**src/rtl/maxpool2x2_stream.sv**
```systemverilog
// Streaming 2x2 / stride-2 max-pooling stage.
//
// Consumes a row-major feature-map stream, one pixel per i_valid cycle, and
// emits one pooled value per 2x2 window. Column/row position is tracked
// internally. The pair maxima of each even row are parked in a line buffer of
// IMG_W/2 entries and folded into the following odd row.
//
// Optional build macro: MAXPOOL_RELU_EN
//   defined   -> final pooled value is clamped at zero (fused ReLU)
//   undefined -> raw signed maximum is output
module maxpool2x2_stream #(
    parameter int unsigned DW    = 16,
    parameter int unsigned IMG_W = 8,
    parameter int unsigned IMG_H = 8
) (
    input  logic          i_clk,
    input  logic          i_rst_n,
    input  logic          i_clear,
    input  logic          i_valid,
    input  logic [DW-1:0] i_data,
    output logic          o_valid,
    output logic [DW-1:0] o_data,
    output logic          o_last,
    output logic          o_busy
);

    // Line-buffer index width; column counter is one bit wider so that
    // col[CW-1:1] is directly the line-buffer index.
    localparam int unsigned KW     = (IMG_W > 2) ? $clog2(IMG_W / 2) : 1;
    localparam int unsigned CW     = KW + 1;
    localparam int unsigned RW     = (IMG_H > 2) ? $clog2(IMG_H) : 1;
    localparam int unsigned LBUF_N = IMG_W / 2;

    localparam logic [CW-1:0] COL_LAST = CW'(IMG_W - 1);
    localparam logic [RW-1:0] ROW_LAST = RW'(IMG_H - 1);

    // Window quadrant, {row_odd, col_odd}.
    localparam logic [1:0] Q_TOP_L = 2'b00;
    localparam logic [1:0] Q_TOP_R = 2'b01;
    localparam logic [1:0] Q_BOT_L = 2'b10;
    localparam logic [1:0] Q_BOT_R = 2'b11;

    // Signed DW-bit maximum; ties return a, which equals b anyway.
    function automatic logic [DW-1:0] smax(input logic [DW-1:0] a, input logic [DW-1:0] b);
        return ($signed(a) >= $signed(b)) ? a : b;
    endfunction

    // ------------------------------------------------------------------
    // State
    // ------------------------------------------------------------------
    logic [CW-1:0] col_q, col_d;
    logic [RW-1:0] row_q, row_d;
    logic [DW-1:0] hold_q, hold_d;
    logic [DW-1:0] out_data_q, out_data_d;
    logic          out_valid_q, out_valid_d;
    logic          out_last_q, out_last_d;
    logic          busy_q, busy_d;

    logic [DW-1:0] lbuf_q [LBUF_N];

    // ------------------------------------------------------------------
    // Position decode
    // ------------------------------------------------------------------
    logic [KW-1:0] lbuf_idx;
    logic [1:0]    quad;
    logic          col_wrap;
    logic          row_wrap;
    logic          frame_end;

    assign lbuf_idx  = col_q[CW-1:1];
    assign quad      = {row_q[0], col_q[0]};
    assign col_wrap  = (col_q == COL_LAST);
    assign row_wrap  = (row_q == ROW_LAST);
    assign frame_end = col_wrap && row_wrap;

    // ------------------------------------------------------------------
    // Datapath compares
    // ------------------------------------------------------------------
    logic [DW-1:0] lbuf_rdata;
    logic [DW-1:0] pair_max;
    logic [DW-1:0] up_max;
    logic [DW-1:0] pool_val;
    logic          lbuf_we;

    assign lbuf_rdata = lbuf_q[lbuf_idx];
    assign pair_max   = smax(hold_q, i_data);
    assign up_max     = smax(lbuf_rdata, i_data);

`ifdef MAXPOOL_RELU_EN
    // Only the emitted value is clamped; hold/lbuf keep raw maxima.
    assign pool_val = smax(pair_max, '0);
`else
    assign pool_val = pair_max;
`endif

    // Column/row counters: advance on each accepted pixel, clear wins.
    always_comb begin
        col_d = col_q;
        row_d = row_q;
        if (i_clear) begin
            col_d = '0;
            row_d = '0;
        end else if (i_valid) begin
            if (col_wrap) begin
                col_d = '0;
                row_d = row_wrap ? '0 : row_q + 1'b1;
            end else begin
                col_d = col_q + 1'b1;
            end
        end
    end

    // Per-quadrant datapath step and output/busy flag generation.
    always_comb begin
        hold_d      = hold_q;
        out_data_d  = out_data_q;
        out_valid_d = 1'b0;
        out_last_d  = 1'b0;
        busy_d      = busy_q;
        lbuf_we     = 1'b0;
        if (i_clear) begin
            hold_d     = '0;
            out_data_d = '0;
            busy_d     = 1'b0;
        end else if (i_valid) begin
            busy_d = 1'b1;
            unique case (quad)
                Q_TOP_L: hold_d = i_data;
                Q_TOP_R: lbuf_we = 1'b1;
                Q_BOT_L: hold_d = up_max;
                Q_BOT_R: begin
                    out_data_d  = pool_val;
                    out_valid_d = 1'b1;
                    out_last_d  = frame_end;
                    if (frame_end) begin
                        busy_d = 1'b0;
                    end
                end
                default: hold_d = hold_q;
            endcase
        end
    end

    // Control and output registers with asynchronous reset.
    always_ff @(posedge i_clk or negedge i_rst_n) begin
        if (!i_rst_n) begin
            col_q       <= '0;
            row_q       <= '0;
            hold_q      <= '0;
            out_data_q  <= '0;
            out_valid_q <= 1'b0;
            out_last_q  <= 1'b0;
            busy_q      <= 1'b0;
        end else begin
            col_q       <= col_d;
            row_q       <= row_d;
            hold_q      <= hold_d;
            out_data_q  <= out_data_d;
            out_valid_q <= out_valid_d;
            out_last_q  <= out_last_d;
            busy_q      <= busy_d;
        end
    end

    // Line buffer: no reset, every entry is written on the even row before
    // the odd row reads it.
    always_ff @(posedge i_clk) begin
        if (lbuf_we) begin
            lbuf_q[lbuf_idx] <= pair_max;
        end
    end

    assign o_valid = out_valid_q;
    assign o_data  = out_data_q;
    assign o_last  = out_last_q;
    assign o_busy  = busy_q;

endmodule

```
**config.mk**
```make
export PLATFORM = sky130hd
export DESIGN_NAME = maxpool2x2_stream
export DESIGN_NICKNAME = d
export VERILOG_FILES = /design/src/rtl/maxpool2x2_stream.sv
export SDC_FILE = /design/constraint.sdc
export NUM_CORES = 1
export LEC_CHECK = 0
export BUFFER_PORTS_ARGS = -buffer_cell sky130_fd_sc_hd__buf_2
export CAP_MARGIN = 20
export CORE_MARGIN = 2
export CORE_UTILIZATION = 35
export CTS_CLUSTER_DIAMETER = 120
export DETAILED_ROUTE_END_ITERATION = 8
export PLACE_DENSITY = 0.48
export SKIP_CTS_REPAIR_TIMING = 1
export SYNTH_ARGS = -nofsm -noshare
export SYNTH_HDL_FRONTEND = slang
export SYNTH_SLANG_ARGS = --single-unit
```
**constraint.sdc**
```tcl
create_clock -name i_clk -period 3.65 [get_ports i_clk]
set_clock_uncertainty 0.15 [all_clocks]
set_input_delay 0.1825 -clock i_clk [delete_from_list [all_inputs] [get_ports i_clk]]
set_output_delay 0.1825 -clock i_clk [all_outputs]
set_load 0.05 [all_outputs]
```
# --- Word-level counts from Yosys, hierarchy flattened ---
# Memories as Yosys holds them, arrays and structs flattened.
# Index checks and enable logic that the tools add are counted.
totals:
  input_bits: 20
  n_memories: 1
  ramBits: 64
  out_inout_bits: 19
  elab_cells: 56
  register_bits: 41
mem_list:
  columns: ["name", "depth", "word_bits", "read_ports", "rd_clocked_by_memory_dff", "wr", "line_no", "text"]
  rows:
  - ["lbuf_q", 4, 16, 1, 0, 1, "59", "logic [DW-1:0] lbuf_q [LBUF_N];"]
op_classes:
  mux: 30
  reduce_logical: 9
  order_cmp: 2
  n_addsub: 2
  eq_ne: 5
op_table:
  columns: ["op", "count"]
  rows:
  - ["2-to-1 mux 16 bit", 7]
  - ["greater-or-equal comparator 16 bit", 2]
  - ["one-hot mux 16 bit (2 select lines)", 1]
  - ["2-to-1 mux 3 bit", 7]
  - ["2-to-1 mux 1 bit", 15]
  - ["adder 3 x 1 -> 3 bit, second input constant", 2]
  - ["equality test 3 bit, second input constant", 2]
  - ["AND reduction 2 bit", 3]
  - ["nonzero test 2 bit", 3]
  - ["equality test 2 bit, second input constant", 2]
  - ["nonzero test 3 bit", 1]
  - ["equality test 2 x 1 -> 1 bit, second input constant", 1]
  - ["logical NOT 2 bit", 1]
  - ["logical AND 1 bit", 1]

# --- Logic depth before layout (Yosys ltp) ---
# Gate-level depths: netlist of run 1.
logic_depth:
  word_depth: 6
  mapped_depth: 11
  ltp_nobuf: 9

# --- Worst setup path before layout of run 1 ---
# OpenSTA, ideal clock, no wires.
synth_path:
  kind: "register to register"
  start: "register col_q[1]"
  end: "register hold_q[10]"
  arrival_time_ns: 3.125
  required_time_ns: 3.413
  path_stages_with_launch: 11
  slack_ns: 0.289
  period_less_slack_ns: 3.361
  cell_sequence: "dfrtp_1 buf_1 mux4_2 ha_1 and4_1 and2_1 a221o_1 a2bb2oi_1 buf_2 o211ai_1 o211ai_1"
synth_between:
  elab_chain_cells: 6
synth_rtl:
  columns: ["item", "line_no", "text"]
  rows:
  - ["start, declared", "51", "logic [CW-1:0] col_q, col_d;"]
  - ["start signal, assigned", "155", "col_q <= col_d;"]
  - ["memory (4 x 16 bit) (*)", null, null]
  - ["greater-or-equal comparator 16 bit", "45", "return ($signed(a) >= $signed(b)) ? a : b;"]
  - ["2-to-1 mux 16 bit (*)", "45", null]
  - ["one-hot mux 16 bit (2 select lines) (*)", "127", "unique case (quad)"]
  - ["2-to-1 mux 16 bit (*)", "125", "end else if (i_valid) begin"]
  - ["2-to-1 mux 16 bit (*)", "121", "if (i_clear) begin"]
  - ["end signal, assigned", "157", "hold_q <= hold_d;"]
  - ["end, declared", "53", "logic [DW-1:0] hold_q, hold_d;"]
# Every way passes the cells marked *; elsewhere a longest branch is shown, timed or not. The select of a mux whose other input is x is not followed.
# A chain may end at the register's enable or synchronous reset.

# --- Final worst setup path of run 1 ---
layout_path:
  start: "register col_q[1]"
  end: "register hold_q[8]"
# Same word-level chain as after synthesis.

==> results of run 1 <==
==> sequential cells by signal, indices dropped and copies added (netlist names) <==
register  flops
lbuf_q       64
hold_q       16
o_data       16
col_q         3
row_q         3
o_busy        1
o_last        1
o_valid       1
==> metrics by stage <==
step / setup slack (ns) / instances / hold slack, ns
after floorplan: 0.289 / 441 / -0.263
after global placement: 0.192 / 681 / 0.241
after detailed placement: 0.342 / 682 / 0.250
after CTS: 0.323 / 697 / -0.133
after global routing: 0.165 / 701 / 0.00595
final: 0.350 / 701 / -0.0177
==> power by group <==
group / switching, W / internal, W
combinational: 0.000294 / 0.000173
sequential: 0.0000319 / 0.00132
clock: 0.000435 / 0.000460
total: 0.000761 / 0.00196
==> worst max-delay path: stages (launching register included) <==
cell and delay (ns):
dfrtp_1 0.37, buf_12 0.20, mux4_2 0.54, ha_1 0.30, a21oi_1 0.13, o21ai_0 0.16
nor4b_1 0.50, buf_4 0.20, nor2_1 0.05, mux2i_1 0.16, buf_4 0.25, o211ai_1 0.14
==> layer usage <==
layer	global-route usage (%)	part of all wire (%)	up-vias
met1	23.3	48	1852
met2	25.4	45	87
met5	0	0	-
met3	2.89	4.7	21
li1	-	-	1782
met4	6.91	2.2	0
==> layout make-up <==
type                    instances  area [µm²]
well taps                     211         264
repair buffers                 57         369
clock buffers                   9         225
flip-flops and latches        105        2950
multi-input cells             291        2360
clock inverters                 6        41.3
fillers                      1405        8970
inverters                      22        82.6
==> layout by cell type, fill, tap and decap left out, drive strengths merged, types with 16 or more instances in the layout <==
| cell type | Yosys | layout |
|---|---|---|
| edfxtp | 64 | 64 |
| inv | 22 | 24 |
| nand2 | 61 | 61 |
| a21oi | 43 | 43 |
| ha | 36 | 36 |
| mux4 | 16 | 16 |
| nor2 | 17 | 17 |
| o211ai | 34 | 34 |
| dfrtp | 41 | 41 |
| buf | 10 | 54 |
==> worst max path at each step <==
stage,startpoint,endpoint,slack [ns],cells past startpoint
after global routing,col_q[1],hold_q[2],0.16,11
after CTS,col_q[1],hold_q[8],0.32,11
after global placement,col_q[1],hold_q[9],0.19,9
after floorplan,col_q[1],hold_q[10],0.29,10
final,col_q[1],hold_q[8],0.35,11
after detailed placement,col_q[1],hold_q[8],0.34,11
==> cell families (layout without fill, tap and decap cells) <==
logic type                 after synthesis  in the layout  share of synthesized area [%]
AOI/OAI and AO/OA                      110            110                           14.0
and+or+nand+nor                        106            106                           8.77
DFF                                    105            105                           53.8
buffers and inverters                   45             94                           3.42
muxes                                   39             39                           11.8
adders and majority gates               36             36                           8.22
==> impl_metrics.py, run 1 <==
metrics = {
    "run_status": {
        "status": "finished with violations",
        "violations": "hold timing",
    },
    "setup_path": {
        "reg2reg_slack_ns": 0.35,
        "r2r_cells": 11,
        "timing.rr.start": "col_q[1]",
        "cp.required_ns": 3.72,
        "crit_type": "flop to flop",
        "start_kind": "flop",
        "endpoint_kind": "flop",
        "rr_endpoint": "hold_q[8]",
        "arrival_ns": 3.37,
        "critPathMaxFanout": 22,
    },
    "synthesis": {
        "synth_most_common_cell": "edfxtp_1",
        "syn_avg_cell_area_um2": 12.4,
        "yosys-top-cells-area": "edfxtp_1, dfrtp_1, ha_1, mux4_2, o211ai_1",
        "async_flop_share_pct": 39.0,
        "yosysWarnings": 0,
        "synthCells": 441,
        "synth_cell_types": 45,
        "ys_seq_elements": 105,
        "yosys.area.top_type": "edfxtp_1",
        "yosysSeqAreaShare_pct": 53.8,
        "ys.flop_type": "edfxtp_1",
        "syn_nets": 497,
        "synth_edf_count": 64,
        "synth_area_um2": 5480,
        "synth_top_area_share_pct": 35.1,
        "synthTopCellsByCount": "edfxtp_1, nand2_1, a21oi_1, dfrtp_1, ha_1",
    },
    "placed_design": {
        "hpwl_um": 9490,
        "gp_congestion": 0.845,
        "place_area_um2": 5990,
        "port_buffers": 38,
    },
    "clock_network": {
        "clkSinkCount": 105,
        "cts_tree": "built",
        "h-tree-depth": 3,
        "cts.clk_slew.worst_paths_ns": 0.08,
        "clock_latency_ns": 0.35,
        "clockRootBuffer": "clkbuf_16",
        "numCtsBuffers": 9,
        "cts.path.max_buffers": 2,
    },
    "hold_path": {
        "min_to": "hold_q[9]",
        "hp-class": "input port to flop",
        "hold_start": "i_data[9]",
        "hold_depth": 3,
    },
    "route": {
        "drt-total-wl_um": 13200,
        "via_count": 3742,
        "drtAntennaViolNets": 0,
        "firstDrtPassIters": 5,
        "drt_iter0_markers": 236,
        "viasPerCell": 5.34,
        "drc": 0,
        "wl_per_cell_um": 18.9,
    },
    "floorplanning": {
        "dieArea_um2": 16700,
        "fp-row-count": 45,
        "coreArea_um2": 15300,
        "die_h_um": 129,
        "die_w_um": 129,
        "start_util_pct": 35.9,
        "io_pins": 39,
    },
    "finish": {
        "synthToLayoutAreaGrowth_pct": 14.8,
        "design_area_um2": 6290,
        "final_util_pct": 41.2,
        "num_antenna_cells": 0,
        "drive_gt1_share_pct": 22.4,
        "layout.nets": 542,
    },
    "sta": {
        "hold_violations": 2,
        "min_period_ns": 3.30,
        "worst_pin_slew_ns": 1.05,
        "whs_ns": -0.0177,
        "period_share_pct": 90.4,
        "finalMaxSlewViolations": 0,
        "max_freq_ghz": 0.303,
        "fin_setup_tns_ns": 0,
        "rsz0062_at_grt": "no",
        "slew-limit-headroom_pct": 29.9,
        "setup_viol": 0,
    },
    "global_routing": {
        "grtUsageTotal_pct": 16.6,
        "grt_pass1_vias": 3690,
        "grt_pass1_wl_um": 20900,
        "antenna_found_initial": 0,
        "grt_overflow": 0,
        "grt_max_degree": 42,
    },
    "job": {
        "cap_violations": 0,
    },
    "power_and_ir_drop": {
        "peakVddDrop_mv": 0.219,
        "leakagePower_nw": 2.54,
        "pwr_density_cell_nw_per_um2": 432,
        "total_power_w": 0.00272,
    },
}
No activity file was read; power rests on OpenSTA's default activity.
==> run 2, diff against run 1 <==
--- a/config.mk
+++ b/config.mk
@@ -7,11 +7,13 @@
 export LEC_CHECK = 0
 export BUFFER_PORTS_ARGS = -buffer_cell sky130_fd_sc_hd__buf_2
 export CAP_MARGIN = 20
+export CELL_PAD_IN_SITES_DETAIL_PLACEMENT = 1
+export CELL_PAD_IN_SITES_GLOBAL_PLACEMENT = 2
 export CORE_MARGIN = 2
-export CORE_UTILIZATION = 35
+export CORE_UTILIZATION = 42
 export CTS_CLUSTER_DIAMETER = 120
 export DETAILED_ROUTE_END_ITERATION = 8
-export PLACE_DENSITY = 0.48
+export PLACE_DENSITY = 0.77
 export SKIP_CTS_REPAIR_TIMING = 1
 export SYNTH_ARGS = -nofsm -noshare
 export SYNTH_HDL_FRONTEND = slang
==> run 2 against run 1 <==
The run still ends with hold timing left. Register-to-register slack better by 0.07 ns. Wire length is 9.9% higher. Non-clock buffer count is 19 higher. Sequential share of layout area is 0.82 points lower. Count of clock-buffer cells in the layout is 1 higher. Maximum frequency is 2.0% higher. Die area is 16% lower. Core utilization is 9.3 points higher. Combinational power is 6.6% higher. Critical path depth is 1 lower. Worst hold slack better by 0.0089 ns. Flip-flop and latch count stayed put.
==> impl_metrics.py, run 2 (same netlist as run 1, synthesis figures left out) <==
metrics = {
    "run_status": {
        "status": "finished with violations",
        "violations": "hold timing",
    },
    "setup_path": {
        "crit_buf_inv": 2,
        "arrival_ns": 3.31,
        "crit_type": "flop to flop",
        "start_kind": "flop",
        "cp_top_family": "multiplexers",
        "critPathMaxFanout": 9,
        "slowest_delay_ns": 0.54,
        "cp_cell_sequence": "buf_4 -> mux4_2 -> ha_1 -> nor2b_1 -> o211ai_1 -> nor4b_2 -> nor2_1 -> mux2i_1 -> buf_4 -> o211ai_1",
        "timing.rr.start": "col_q[1]",
        "rr_endpoint": "hold_q[9]",
        "endpoint_kind": "flop",
        "cp.required_ns": 3.72,
        "slowest_stage": "mux4_2",
        "reg2reg_slack_ns": 0.42,
        "r2r_cells": 10,
    },
    "global_routing": {
        "grt_overflow": 0,
        "grtUsageTotal_pct": 21.9,
        "grt_pass1_vias": 3969,
        "antenna_found_initial": 0,
        "grt_max_degree": 42,
        "grt_pass1_wl_um": 23300,
    },
    "finish": {
        "num-fill-cells": 1371,
        "synthToLayoutAreaGrowth_pct": 16.8,
        "top_register": "lbuf_q",
        "drive_gt1_share_pct": 25.9,
        "final_util_pct": 50.5,
        "layout_commonest_cell": "edfxtp_1",
        "largest_reg_flops": 64,
        "layout.nets": 561,
        "final_cell_mix": "edfxtp_1, nand2_1, a21oi_1, dfrtp_1, buf_2",
        "num_antenna_cells": 0,
    },
    "route": {
        "drtAntennaViolNets": 0,
        "viasPerCell": 5.73,
        "firstDrtPassIters": 4,
        "via_count": 3908,
        "wl_per_cell_um": 21.3,
        "drt_iter0_markers": 227,
        "drc": 0,
        "drt-total-wl_um": 14500,
    },
    "sta": {
        "worst_pin_slew_ns": 0.820,
        "finalMaxSlewViolations": 0,
        "period_share_pct": 88.6,
        "max_freq_ghz": 0.309,
        "hold_violations": 3,
        "fin_setup_tns_ns": 0,
        "min_period_ns": 3.23,
        "rsz0062_at_grt": "no",
        "whs_ns": -0.00879,
        "slew-limit-headroom_pct": 45.4,
        "setup_viol": 0,
    },
    "hold_path": {
        "min_to": "hold_q[10]",
        "hold_depth": 3,
        "hp-class": "input port to flop",
        "hold_start": "i_data[10]",
    },
    "power_and_ir_drop": {
        "peakVddDrop_mv": 0.283,
        "pwr_density_cell_nw_per_um2": 435,
        "leakagePower_nw": 2.65,
    },
    "job": {
        "cap_violations": 0,
    },
    "floorplanning": {
        "die_h_um": 118,
        "start_util_pct": 43.3,
        "coreArea_um2": 12700,
        "io_pins": 39,
        "dieArea_um2": 14000,
        "fp-row-count": 41,
        "die_w_um": 118,
    },
    "clock_network": {
        "cts.clk_slew.worst_paths_ns": 0.07,
        "cts.path.max_buffers": 2,
        "clock_latency_ns": 0.36,
        "clkSinkCount": 105,
        "h-tree-depth": 3,
        "clockRootBuffer": "clkbuf_16",
        "cts_tree": "built",
        "numCtsBuffers": 9,
    },
    "placed_design": {
        "gp_congestion": 0.830,
        "port_buffers": 38,
        "hpwl_um": 10900,
    },
}
## run 2: layout make-up
cell class,count,area (µm²),share of cell area (%)
flip-flops and latches,105,2950,46.0
multi-input cells,291,2370,37.0
repair buffers,76,509,7.95
clock buffers,10,229,3.58
well taps,172,215,3.36
inverters,22,82.6,1.29
clock inverters,6,51.3,0.801
## run 2: worst max path at each step
stage	startpoint	end	slack, ns	depth (start not counted)
2_1_floorplan	col_q[1]	hold_q[10]	0.29	10
3_3_place_gp	hold_q[0]	lbuf_q[2][1]	0.16	9
3_5_place_dp	hold_q[1]	lbuf_q[3][3]	0.10	7
4_1_cts	hold_q[0]	lbuf_q[2][3]	0.07	9
5_1_grt	col_q[1]	hold_q[2]	0.18	10
6_report	col_q[1]	hold_q[9]	0.42	10
## run 2: metal layers
| layer | global-route usage (%) | share of wire [%] |
|---|---|---|
| met5 | 0 | 0 |
| met4 | 5.20 | 1.1 |
| met3 | 3.96 | 4.6 |
| met2 | 32.8 | 45 |
| met1 | 33.0 | 49 |
## run 2: power by group
| group | internal [W] | switching [W] |
|---|---|---|
| Clock | 0.000474 | 0.000465 |
| Sequential | 0.00132 | 0.0000291 |
| Combinational | 0.000189 | 0.000308 |
## run 2: per-stage QoR
step	instances	hold WS, ns	instance area (µm²)	setup slack, ns	power, W
after floorplan	441	-0.263	5480	0.289	0.00169
after global placement	658	0.255	6030	0.155	0.00185
after detailed placement	660	0.261	6050	0.105	0.00187
after CTS	676	-0.128	6330	0.0721	0.00281
after global routing	682	0.0180	6400	0.182	0.00290
final	682	-0.00879	6400	0.415	0.00279
## run 2: worst min-delay path, cell delays in order
cell	delay, ns
buf_2	0.10
o211ai_1	0.08
o211ai_1	0.09
==> run 3, diff against run 2 <==
--- a/config.mk
+++ b/config.mk
@@ -5,15 +5,16 @@
 export SDC_FILE = /design/constraint.sdc
 export NUM_CORES = 1
 export LEC_CHECK = 0
+export ABC_AREA = 1
 export BUFFER_PORTS_ARGS = -buffer_cell sky130_fd_sc_hd__buf_2
 export CAP_MARGIN = 20
 export CELL_PAD_IN_SITES_DETAIL_PLACEMENT = 1
 export CELL_PAD_IN_SITES_GLOBAL_PLACEMENT = 2
 export CORE_MARGIN = 2
-export CORE_UTILIZATION = 42
+export CORE_UTILIZATION = 38
 export CTS_CLUSTER_DIAMETER = 120
 export DETAILED_ROUTE_END_ITERATION = 8
-export PLACE_DENSITY = 0.77
+export PLACE_DENSITY = 0.76
 export SKIP_CTS_REPAIR_TIMING = 1
 export SYNTH_ARGS = -nofsm -noshare
 export SYNTH_HDL_FRONTEND = slang
==> run 3 against run 2 <==
The flow still finishes with violations (hold timing). Final area barely moved. Clock power up 2.1%. Wire length up 4.9%. Area after synthesis decreased by 0.73%. Core utilization decreased by 4.6 points. First-iteration DRC count up 4.0%. Count of clock-buffer cells in the layout rose by 1. Largest power group unchanged. Highest routed layer unchanged.
==> impl_metrics.py, run 3 <==
metrics = {
    "clock_network": {
        "cts.clk_slew.worst_paths_ns": 0.07,
        "clkSinkCount": 105,
        "h-tree-depth": 3,
        "clockRootBuffer": "clkbuf_16",
        "clock_latency_ns": 0.36,
        "cts.path.max_buffers": 2,
        "numCtsBuffers": 9,
        "cts_tree": "built",
    },
    "placed_design": {
        "pre_cts_ws_ns": 0.0182,
        "port_buffers": 38,
        "hpwl_um": 10800,
        "gp_congestion": 0.778,
        "place_area_um2": 5870,
    },
    "synthesis": {
        "ys.flop_type": "edfxtp_1",
        "yosysSeqAreaShare_pct": 54.2,
        "synth_most_common_cell": "nand2_1",
        "synthCells": 579,
        "synth_top_area_share_pct": 35.3,
        "synth_area_um2": 5440,
        "synth_cell_types": 29,
        "synth_edf_count": 64,
        "ys_seq_elements": 105,
        "async_flop_share_pct": 39.0,
        "yosysWarnings": 0,
        "yosys.area.top_type": "edfxtp_1",
        "syn_nets": 635,
        "yosys-top-cells-area": "edfxtp_1, dfrtp_1, nand2_1, ha_1, inv_1",
        "syn_avg_cell_area_um2": 9.40,
        "synthTopCellsByCount": "nand2_1, inv_1, edfxtp_1, nand3_1, dfrtp_1",
    },
    "route": {
        "wl_per_cell_um": 18.5,
        "top_layer": "met4",
        "drt_iter0_markers": 236,
        "via_count": 4245,
        "drt-total-wl_um": 15200,
        "wl_met1_um": 7610,
        "firstDrtPassIters": 5,
        "viasPerCell": 5.16,
        "met2_length_um": 7010,
        "drc": 0,
        "drtAntennaViolNets": 0,
        "route.met3.wl_um": 425,
    },
    "floorplanning": {
        "start_util_pct": 39.1,
        "fp-row-count": 43,
        "io_pins": 39,
        "die_w_um": 124,
        "dieArea_um2": 15300,
        "coreArea_um2": 13900,
        "die_h_um": 124,
    },
    "finish": {
        "largest_reg_flops": 64,
        "num_antenna_cells": 0,
        "layout_commonest_cell": "nand2_1",
        "final_cell_mix": "nand2_1, inv_1, edfxtp_1, nand3_1, dfrtp_1",
        "drive_gt1_share_pct": 16.0,
        "final_util_pct": 45.9,
        "design_area_um2": 6400,
        "top_register": "lbuf_q",
        "synthToLayoutAreaGrowth_pct": 17.5,
        "layout.nets": 693,
    },
    "run_status": {
        "violations": "hold timing",
        "status": "finished with violations",
    },
    "sta": {
        "hold_violations": 1,
        "whs_ns": -0.00799,
        "min_period_ns": 3.39,
        "fin_ws_ns": 0.259,
        "period_share_pct": 92.9,
        "worst_pin_slew_ns": 0.980,
        "setup_viol": 0,
        "max_freq_ghz": 0.295,
        "slew-limit-headroom_pct": 34.7,
        "finalMaxSlewViolations": 0,
        "fin_setup_tns_ns": 0,
    },
    "setup_path": {
        "crit_buf_inv": 4,
        "endpoint_kind": "flop",
        "slowest_stage": "dfrtp_2",
        "crit_top_cell": "nand2_1",
        "crit_type": "flop to flop",
        "cp_top_family": "simple AND/OR/NAND/NOR gates",
        "critPathMaxFanout": 8,
        "start_kind": "flop",
        "arrival_ns": 3.48,
        "cp.required_ns": 3.74,
        "reg2reg_slack_ns": 0.26,
        "cp_cell_sequence": "inv_1 -> nand2_1 -> clkinvlp_4 -> buf_12 -> nand2_1 -> nand2_1 -> a221oi_4 -> inv_1 -> ha_1 -> nand2_1 -> nor2_2 -> nand2_1 -> nor2_1 -> nand2_1 -> nand4_1 -> nand3_4 -> nand2_4 -> nand2_1 -> nand3_1 -> nand2_1",
        "slowest_delay_ns": 0.44,
    },
    "global_routing": {
        "grt_overflow": 0,
        "grtUsageTotal_pct": 21.0,
        "grt_pass1_wl_um": 23700,
        "antenna_found_initial": 0,
        "grt_max_degree": 42,
        "grt_pass1_vias": 4370,
    },
    "power_and_ir_drop": {
        "peakVddDrop_mv": 0.191,
        "pwr_density_cell_nw_per_um2": 451,
        "leakagePower_nw": 3.06,
    },
    "hold_path": {
        "hp-class": "input port to flop",
    },
    "job": {
        "cap_violations": 0,
    },
}
[run 3: cell types whose count changed after synthesis, moves of 15 or more]
cell	before	now
nand4_1	4	21
inv_1	22	74
nand2_1	61	187
a21oi_1	41	14
o221ai_1	15	0
mux4_2	16	0
a221oi_1	0	16
nand3_1	4	55
o211ai_1	34	0
[run 3: path summary, 6_finish.rpt]
check                      startpoint          to  cells after the start
max in group asynchronous     i_rst_n    col_q[1]                      2
min in group asynchronous     i_rst_n  o_data[13]                      2
setup reg to reg             col_q[1]   hold_q[5]                     20
setup / recovery             col_q[1]   hold_q[5]                     20
hold / removal                i_valid      o_last                      3
hold reg to reg             o_data[4]   o_data[4]                      2
[run 3: layout make-up]
class | count | area [µm²]
Inverter | 74 | 289
Timing Repair Buffer | 61 | 393
Clock inverter | 5 | 45.0
Clock buffer | 11 | 243
Fill cell | 1633 | 7540
Tap cell | 180 | 225
Sequential cell | 105 | 2950
Multi-Input combinational cell | 386 | 2250
[run 3: worst register-to-register path, cell delays in order, from the launching register on]
cell	delay, ns
dfrtp_2	0.44
inv_1	0.08
nand2_1	0.14
clkinvlp_4	0.15
buf_12	0.15
nand2_1	0.05
nand2_1	0.07
a221oi_4	0.24
inv_1	0.09
ha_1	0.37
nand2_1	0.11
nor2_2	0.16
nand2_1	0.07
nor2_1	0.12
nand2_1	0.08
nand4_1	0.23
nand3_4	0.21
nand2_4	0.17
nand2_1	0.07
nand3_1	0.07
nand2_1	0.05
[run 3: power breakdown]
part / switching, W / leakage, nW / total [W] / internal (W)
logic: 0.000392 / 1.79 / 0.000560 / 0.000168
clock network: 0.000465 / 0.139 / 0.000959 / 0.000494
registers: 0.0000266 / 1.13 / 0.00137 / 0.00134
total: 0.000883 / 3.06 / 0.00288 / 0.00200
[run 3: stage by stage]
step	power, W	cells
after floorplan	0.00174	579
after global placement	0.00188	792
after detailed placement	0.00191	793
after global routing	0.00302	822
final	0.00288	822
after CTS	0.00286	809
[run 3: routing by layer]
metal / up-vias / track usage (%)
met5: - / 0
met4: 0 / 7.17
met3: 14 / 2.56
met2: 65 / 32.2
met1: 2093 / 30.8
li1: 2073 / -
[run 3: kinds of logic after synthesis]
kind of cell / Yosys count / share of synthesized area (%)
compound gates: 43 / 5.22
fa+ha+maj: 36 / 8.28
buf+inv: 91 / 6.81
flops: 105 / 54.2
simple gates: 304 / 25.5
